==> config.mk <==
export PLATFORM = sky130hd
export DESIGN_NAME = midi_uart_rx
export DESIGN_NICKNAME = d
export VERILOG_FILES = /design/src/rtl/midi_uart_rx_pkg.sv /design/src/rtl/midi_uart_rx_baud_tick.sv /design/src/rtl/midi_uart_rx.sv
export SDC_FILE = /design/constraint.sdc
export NUM_CORES = 1
export LEC_CHECK = 0
export CORE_MARGIN = 5
export CORE_UTILIZATION = 60
export CTS_CLUSTER_DIAMETER = 80
export CTS_CLUSTER_SIZE = 20
export DETAILED_ROUTE_END_ITERATION = 8
export DONT_BUFFER_PORTS = 1
export MAX_ROUTING_LAYER = met4
export PLACE_DENSITY = 0.76
export SYNTH_ARGS = -nofsm -noshare
export SYNTH_HDL_FRONTEND = slang
export SYNTH_SLANG_ARGS = --single-unit
==> constraint.sdc <==
create_clock -name clk -period 2.05 [get_ports clk]
set_input_delay 0.3075 -clock clk [delete_from_list [all_inputs] [get_ports clk]]
set_output_delay 0.3075 -clock clk [all_outputs]
set_load 0.03 [all_outputs]
==> src/rtl/midi_uart_rx_pkg.sv <==
// Shared definitions for the MIDI IN receive path: line rate, receiver
// FSM state encoding, MIDI status nibbles and the bit-vote helper.
`timescale 1ns/1ps
package midi_uart_rx_pkg;

  // Nominal MIDI line rate in bits per second
  localparam int MIDI_BAUD = 31250;

  // Status nibbles shared with the downstream message parser
  localparam logic [3:0] MIDI_NOTE_OFF = 4'h8;
  localparam logic [3:0] MIDI_NOTE_ON  = 4'h9;

  // Receiver FSM states
  typedef enum logic [2:0] {
    ST_IDLE  = 3'd0,
    ST_START = 3'd1,
    ST_DATA  = 3'd2,
    ST_STOP  = 3'd3,
    ST_BREAK = 3'd4
  } rx_state_t;

  // Two-out-of-three majority used to decide each bit from three samples
  function automatic logic majority3(input logic a, input logic b, input logic c);
    return (a & b) | (a & c) | (b & c);
  endfunction

endpackage

==> src/rtl/midi_uart_rx_baud_tick.sv <==
// Oversampling tick generator for the MIDI receiver. Produces one tick
// every DIV enabled clocks; clr holds the divider at zero so the first
// tick after clr drops lands exactly DIV clocks later.
`timescale 1ns/1ps
module midi_baud_tick #(
  parameter int CLK_FREQ   = 50_000_000,
  parameter int BAUD       = 31250,
  parameter int OVERSAMPLE = 16
) (
  input  logic clk,
  input  logic ce,
  input  logic rst,
  input  logic clr,
  output logic tick
);

  localparam int DIV = CLK_FREQ / (BAUD * OVERSAMPLE);
  localparam int CW  = (DIV > 1) ? $clog2(DIV) : 1;
  localparam logic [CW-1:0] LAST = CW'(DIV - 1);

  logic [CW-1:0] cnt;

  // Free-running 0..DIV-1 counter, frozen by ce and parked at 0 by clr
  always_ff @(posedge clk) begin
    if (rst) begin
      cnt <= '0;
    end else if (ce) begin
      if (clr || cnt == LAST) cnt <= '0;
      else                    cnt <= cnt + 1'b1;
    end
  end

  assign tick = ce && !clr && (cnt == LAST);

endmodule

==> src/rtl/midi_uart_rx.sv <==
// MIDI IN serial receiver (8N1, LSB first). Synchronizes the line,
// detects the start edge, majority-votes each bit around its centre and
// presents framed bytes on data/dv; bad stop bits raise frame_err once
// and the receiver then waits for the line to be released.
`timescale 1ns/1ps
module midi_uart_rx
  import midi_uart_rx_pkg::*;
#(
  parameter int CLK_FREQ   = 50_000_000,
  parameter int BAUD       = MIDI_BAUD,
  parameter int OVERSAMPLE = 16
) (
  input  logic       clk,
  input  logic       rst,
  input  logic       ce,
  input  logic       rx,
  output logic [7:0] data,
  output logic       dv,
  output logic       frame_err,
  output logic       busy
);

  localparam int H  = OVERSAMPLE / 2;
  localparam int TW = $clog2(OVERSAMPLE);
  localparam logic [TW-1:0] T_VOTE_A = TW'(H - 2);
  localparam logic [TW-1:0] T_VOTE_B = TW'(H - 1);
  localparam logic [TW-1:0] T_DECIDE = TW'(H);
  localparam logic [TW-1:0] T_LAST   = TW'(OVERSAMPLE - 1);

  logic          rx_meta;
  logic          rx_s;
  rx_state_t     state;
  logic [TW-1:0] tcnt;
  logic [2:0]    bitcnt;
  logic [7:0]    shreg;
  logic          vote_a;
  logic          vote_b;
  logic          tick;
  logic          decide;
  logic          vote;

  // Tick divider is held in IDLE so sampling is phase-aligned to the start edge
  midi_baud_tick #(
    .CLK_FREQ  (CLK_FREQ),
    .BAUD      (BAUD),
    .OVERSAMPLE(OVERSAMPLE)
  ) u_tick (
    .clk (clk),
    .ce  (ce),
    .rst (rst),
    .clr (state == ST_IDLE),
    .tick(tick)
  );

  // Two-flop synchronizer for the asynchronous line, reset to idle-high
  always_ff @(posedge clk) begin
    if (rst) begin
      rx_meta <= 1'b1;
      rx_s    <= 1'b1;
    end else if (ce) begin
      rx_meta <= rx;
      rx_s    <= rx_meta;
    end
  end

  // Third vote sample is the live synchronized line at the decision tick
  assign decide = tick && (tcnt == T_DECIDE);
  assign vote   = majority3(vote_a, vote_b, rx_s);

  // Receiver FSM with bit sampling, shift register and registered outputs
  always_ff @(posedge clk) begin
    if (rst) begin
      state     <= ST_IDLE;
      tcnt      <= '0;
      bitcnt    <= 3'd0;
      shreg     <= 8'h00;
      vote_a    <= 1'b1;
      vote_b    <= 1'b1;
      data      <= 8'h00;
      dv        <= 1'b0;
      frame_err <= 1'b0;
      busy      <= 1'b0;
    end else if (ce) begin
      dv        <= 1'b0;
      frame_err <= 1'b0;
      if (tick) begin
        if (tcnt == T_VOTE_A) vote_a <= rx_s;
        if (tcnt == T_VOTE_B) vote_b <= rx_s;
        tcnt <= (tcnt == T_LAST) ? '0 : tcnt + 1'b1;
      end
      case (state)
        ST_IDLE: begin
          tcnt <= '0;
          if (!rx_s) begin
            state <= ST_START;
            busy  <= 1'b1;
          end
        end
        ST_START: begin
          if (decide) begin
            if (!vote) begin
              state  <= ST_DATA;
              bitcnt <= 3'd0;
            end else begin
              state <= ST_IDLE;
              busy  <= 1'b0;
            end
          end
        end
        ST_DATA: begin
          if (decide) begin
            shreg <= {vote, shreg[7:1]};
            if (bitcnt == 3'd7) state <= ST_STOP;
            else                bitcnt <= bitcnt + 3'd1;
          end
        end
        ST_STOP: begin
          if (decide) begin
            if (vote) begin
              data  <= shreg;
              dv    <= 1'b1;
              state <= ST_IDLE;
              busy  <= 1'b0;
            end else begin
              frame_err <= 1'b1;
              state     <= ST_BREAK;
            end
          end
        end
        ST_BREAK: begin
          if (rx_s) begin
            state <= ST_IDLE;
            busy  <= 1'b0;
          end
        end
        default: begin
          state <= ST_IDLE;
          busy  <= 1'b0;
        end
      endcase
    end
  end

endmodule

* Word level (Yosys, flattened, before mapping)
Index checks and enable logic that the tools add are counted.
** Operators by class
- Bitwise logic cells :: 6
- $add $sub $neg :: 3
- Multiplexer cells :: 29
- Reduce and logical (&&, ||, !) cells :: 17
- Equal/unequal tests :: 20
** Operator list (count)
- $mux 3 :: 11
- $ne 2x2->1 const B :: 8
- $pmux 3 s5 :: 1
- $mux 4 :: 3
- $reduce_and 6->1 :: 2
- $mux 1 :: 10
- $reduce_and 3->1 :: 3
- $eq 4x3->1 const B :: 2
- $eq 4x4->1 const B :: 2
- $add 7x1->7 const B :: 1
- $eq 7x7->1 const B :: 1
- $mux 7 :: 1
- $reduce_and 7->1 :: 1
- $eq 3x2->1 const B :: 2
- $eq 3x3->1 const B :: 2
- $pmux 3 s2 :: 1
- $add 4x1->4 const B :: 1
- $ne 2x1->1 const B :: 2
- $pmux 1 s4 :: 1
- $reduce_and 4->1 :: 1
- $reduce_bool 2->1 :: 2
- $add 3x1->3 const B :: 1
- $and 1x1->1 :: 3
- $eq 3x1->1 const B :: 1
- 9 further kinds :: 12
** Storage, ports and cells
- Input bits :: 4
- Output and inout port bits :: 11
- Logic and storage cells :: 88
- Register bits after elaboration :: 40

* Depth between registers and ports, before layout
- Depth after elaboration :: 7
- Gate-level depth with buffers :: 8
- Depth with buffers taken out :: 6

* Cells and area by module
From an unflattened synthesis, not the netlist that was laid out.
** Unflattened totals
- Cells, all modules :: 196
- Area total of the unflattened synthesis :: 1831.8 µm²
** Modules (own cells, without submodules)
- midi_uart_rx :: times used 1, area each 1467.7 µm², cells each 156, sequential area each 660.6 µm²
- midi_baud_tick :: times used 1, area each 364.1 µm², cells each 40, sequential area each 140.1 µm²

* Worst setup path before layout
No wires, ideal clock.
- Path type :: reg-to-reg
- From :: reg tcnt[0]
- To :: reg dv
- Data required time :: 1.922 ns
- Stages on the path, launching flop included :: 9
- Buffers on the path :: 2
- Data arrival time :: 1.520 ns
- Path slack :: 0.403 ns
- Clock period less this slack :: 1.647 ns
- Library setup time :: 0.128 ns
- Cells stage by stage :: dfxtp_1 inv_1 ha_1 and3b_1 and3_1 buf_4 buf_4 a22oi_1 nor2_1
** Between the ends
- Longest elaborated chain between the ends :: 4
** RTL lines
- start: declaration :: RTL line midi_uart_rx.sv:33 : logic [TW-1:0] tcnt;
- start signal: assignment :: RTL line midi_uart_rx.sv:89 : tcnt <= (tcnt == T_LAST) ? '0 : tcnt + 1'b1;
- $eq 4x4->1 :: RTL line midi_uart_rx.sv:67 : assign decide = tick && (tcnt == T_DECIDE);
- $logic_and 1x1->1 :: RTL line midi_uart_rx.sv:67
- $mux 1 :: RTL line midi_uart_rx.sv:118 : if (decide) begin
- $mux 1 :: RTL line midi_uart_rx.sv:91 : case (state)
- end signal: assignment :: RTL line midi_uart_rx.sv:80 : dv <= 1'b0;
- end signal: assignment :: RTL line midi_uart_rx.sv:84 : dv <= 1'b0;
- end signal: assignment :: RTL line midi_uart_rx.sv:121 : dv <= 1'b1;
- end: declaration :: RTL line midi_uart_rx.sv:18 : output logic dv,
No other way between the ends.
A chain may end at the register's enable or synchronous reset.

* Worst setup path in the final report
- From :: reg tcnt[0]
- To :: reg frame_err
** Between the ends
- Longest elaborated chain between the ends :: 4
** RTL lines
- $eq 4x4->1 :: RTL line midi_uart_rx.sv:67
- $logic_and 1x1->1 :: RTL line midi_uart_rx.sv:67
- $mux 1 :: RTL line midi_uart_rx.sv:118
- $mux 1 :: RTL line midi_uart_rx.sv:91
- end signal: assignment :: RTL line midi_uart_rx.sv:81 : frame_err <= 1'b0;
- end signal: assignment :: RTL line midi_uart_rx.sv:85 : frame_err <= 1'b0;
- end signal: assignment :: RTL line midi_uart_rx.sv:125 : frame_err <= 1'b1;
- end: declaration :: RTL line midi_uart_rx.sv:19 : output logic frame_err,
No other way between the ends.

==> qor.txt <==
Pwr per Cell Area = 658.3 nW/um^2
Chip Width = 67.75 um
Tightest Hold Check Type = in2reg
setup violators final = 0
Setup crit end kind = flop
CP Data Arrival Time = 2.14 ns
Syn Inst Count = 223
fraction of registers with async set/reset = 0
syn_nets = 233
Die Y = 67.75 um
crit-path leading delay family = simple AND/OR/NAND/NOR gates
max_cap viols = 0
first-pass GRT wire length = 7162 um
WS Path Type = reg2reg
H-Tree Depth = 2
Worst-Margin Slew = 0.6223 ns
Worst VDD drop = 0.5682 mV
Final Net Count = 235
sequential share of the synthesized area = 0.4003
Worst Setup Start Kind = flop
Final Max Tran Viols = 0
CTS resizes = 0
Worst Skew = 0.007216 ns
CTS tree = built
io pins = 15
critical path's largest stage delay = 0.44 ns
Mapped Area = 2001 um^2
initial antenna violation count = 0
detailed placer's ending HPWL = 2813 um
final instance area = 2093 um^2
GRT Total Usage = 0.2177
via count = 1683
crit-path max FO = 9
Post-synth top cells = 40 x dfxtp_1, 24 x a21oi_1, 22 x nand2_1
syn_area_per_cell = 8.972 um^2
Remaining Overflow, GRT = 0
top post-synthesis cells by area = dfxtp_1 40%, a21oi_1 6.0%, nand3_1 4.8%
Pre-antenna DRT Iters = 4
wire per inst = 15.71 um
status = complete, no violations
largest net degree at the start of global routing = 26
CORE AREA = 3284 um^2
initial core utilization = 0.6091
Area Overhead vs Synth = 4.628%
Yosys warnings = 0
Post-synth EDFFs = 0
CTS buffer count = 5
starting DRC count in detailed routing = 152
Slew HR = 0.5823
CP Cell Sequence = inv_1, ha_1, and3b_1, nand4_2, or3_1, a21oi_1
n_diodes = 0
clock-pin slew on the worst setup and hold paths = 0.11 ns
Row Count = 21
I/O Buffers = 0
Via density = 6.188
top_reg_cell synth = dfxtp_1
die area = 4589 um^2
Final GP Congestion = 0.8979
slowest CP cell = or3_1
Synth cell types = 55
Synth top area share = 0.4003
Sink Count = 40
Post-DRT Antenna Nets = 0
Final Util = 0.6373
Worst Path Buf+Inv = 1
Hold Vio Cnt, Final = 0
Fmax achieved = 538.1 MHz
Synth area leader = dfxtp_1
Clock Path Buffers = 2
CTS Root Cell = clkbuf_4
fin crit share = 0.9066
leakage = 0.6928 nW
most common cell in the synthesized netlist = dfxtp_1
FF+latch count, synth = 40
final wirelength = 4272 um
min cycle time layout = 1.858 ns
share of cells above drive strength 1 = 0.1106
setup TNS = 0 ns
worst-skew pair later-pin latency = 0.35 ns
number of global-route vias before repair = 1609
setup bufs post-CTS = 0
placed cell areas = 1981 um^2
DRC errors left = 0
critical path data required time = 2.33 ns
RSZ-0062 raised after global routing = no
-- cell usage in the layout (no fill, tap or decap), types with 3 or more instances in the layout --
cell,instances
inv_1,7
nand4_1,5
o21ai_0,12
a211o_1,3
nand3_1,19
ha_1,6
nand2_1,22
xor2_1,3
dfxtp_1,40
or3_1,4
nor2_1,12
nand2b_1,5
clkbuf_4,5
dlygate4sd3_1,5
a21oi_1,24
-- worst paths after layout --
path                            end                  start  cells past startpoint  slack (ns)
min reg2reg   shreg[0]$_SDFFE_PP0P_  shreg[0]$_SDFFE_PP0P_                      2        0.48
max          frame_err$_SDFFE_PP0P_   tcnt[0]$_SDFFE_PP0P_                      6        0.19
min               busy$_SDFFE_PP0P_                    rst                      1        0.02
max reg2reg  frame_err$_SDFFE_PP0P_   tcnt[0]$_SDFFE_PP0P_                      6        0.19
-- report_power, final --
group | internal (mW) | switching, mW | total [mW]
logic | 0.0542 | 0.0739 | 0.128
clock network | 0.168 | 0.255 | 0.423
registers | 0.792 | 0.0347 | 0.827
total | 1.01 | 0.364 | 1.38
-- per-stage QoR --
step / hold slack, ns / instances / total power [mW] / setup WS [ns]
6_report: 0.01932 / 272 / 1.378 / 0.1916
5_1_grt: 0.008254 / 272 / 1.439 / 0.09342
4_1_cts: 0.0005133 / 271 / 1.386 / 0.2154
3_5_place_dp: 0.3840 / 259 / 0.9540 / 0.2573
3_3_place_gp: 0.3807 / 259 / 0.9502 / 0.3564
2_1_floorplan: 0.4254 / 223 / 0.9618 / 0.4026
-- metal layers --
metal,wire length [um],global-route usage,vias to the layer above
met5,0,-,-
met4,85,0.1089,0
met3,250,0.07987,10
met2,2107,0.3366,46
met1,1829,0.2462,812
li1,-,-,815
-- state kept, by name (all words and copies together), names as in the netlist --
register,flops
tcnt,4
dv,1
rx_s,1
bitcnt,3
busy,1
frame_err,1
state,3
shreg,8
data,8
vote_b,1
rx_meta,1
u_tick.cnt,7
vote_a,1
-- repair_timing --
item | in CTS | in global routing
hold buffers | 4 | 1
endpoints found under the setup margin | 0 | 0
endpoints found under the hold margin | 12 | 6
-- cells by family (layout without fill, tap and decap cells) --
logic type,after synthesis,after routing,share of synthesized area
simple gates,88,88,0.2633
xor+xnor,5,5,0.02189
mux,2,2,0.01001
buf+inv,19,22,0.05941
flops,40,40,0.4003
fa+ha+maj,7,7,0.04315
compound gates,62,62,0.2020
-- final cells by class --
cell class,count,area [um^2]
Tap cell,46,57.56
Sequential cell,40,800.8
Timing Repair Buffer,7,65.06
Fill cell,277,1191
Inverter,7,26.28
Clock inverter,1,7.507
Multi-Input combinational cell,164,1081
Clock buffer,7,55.05
Note: power is estimated with default switching activity, not from simulation.
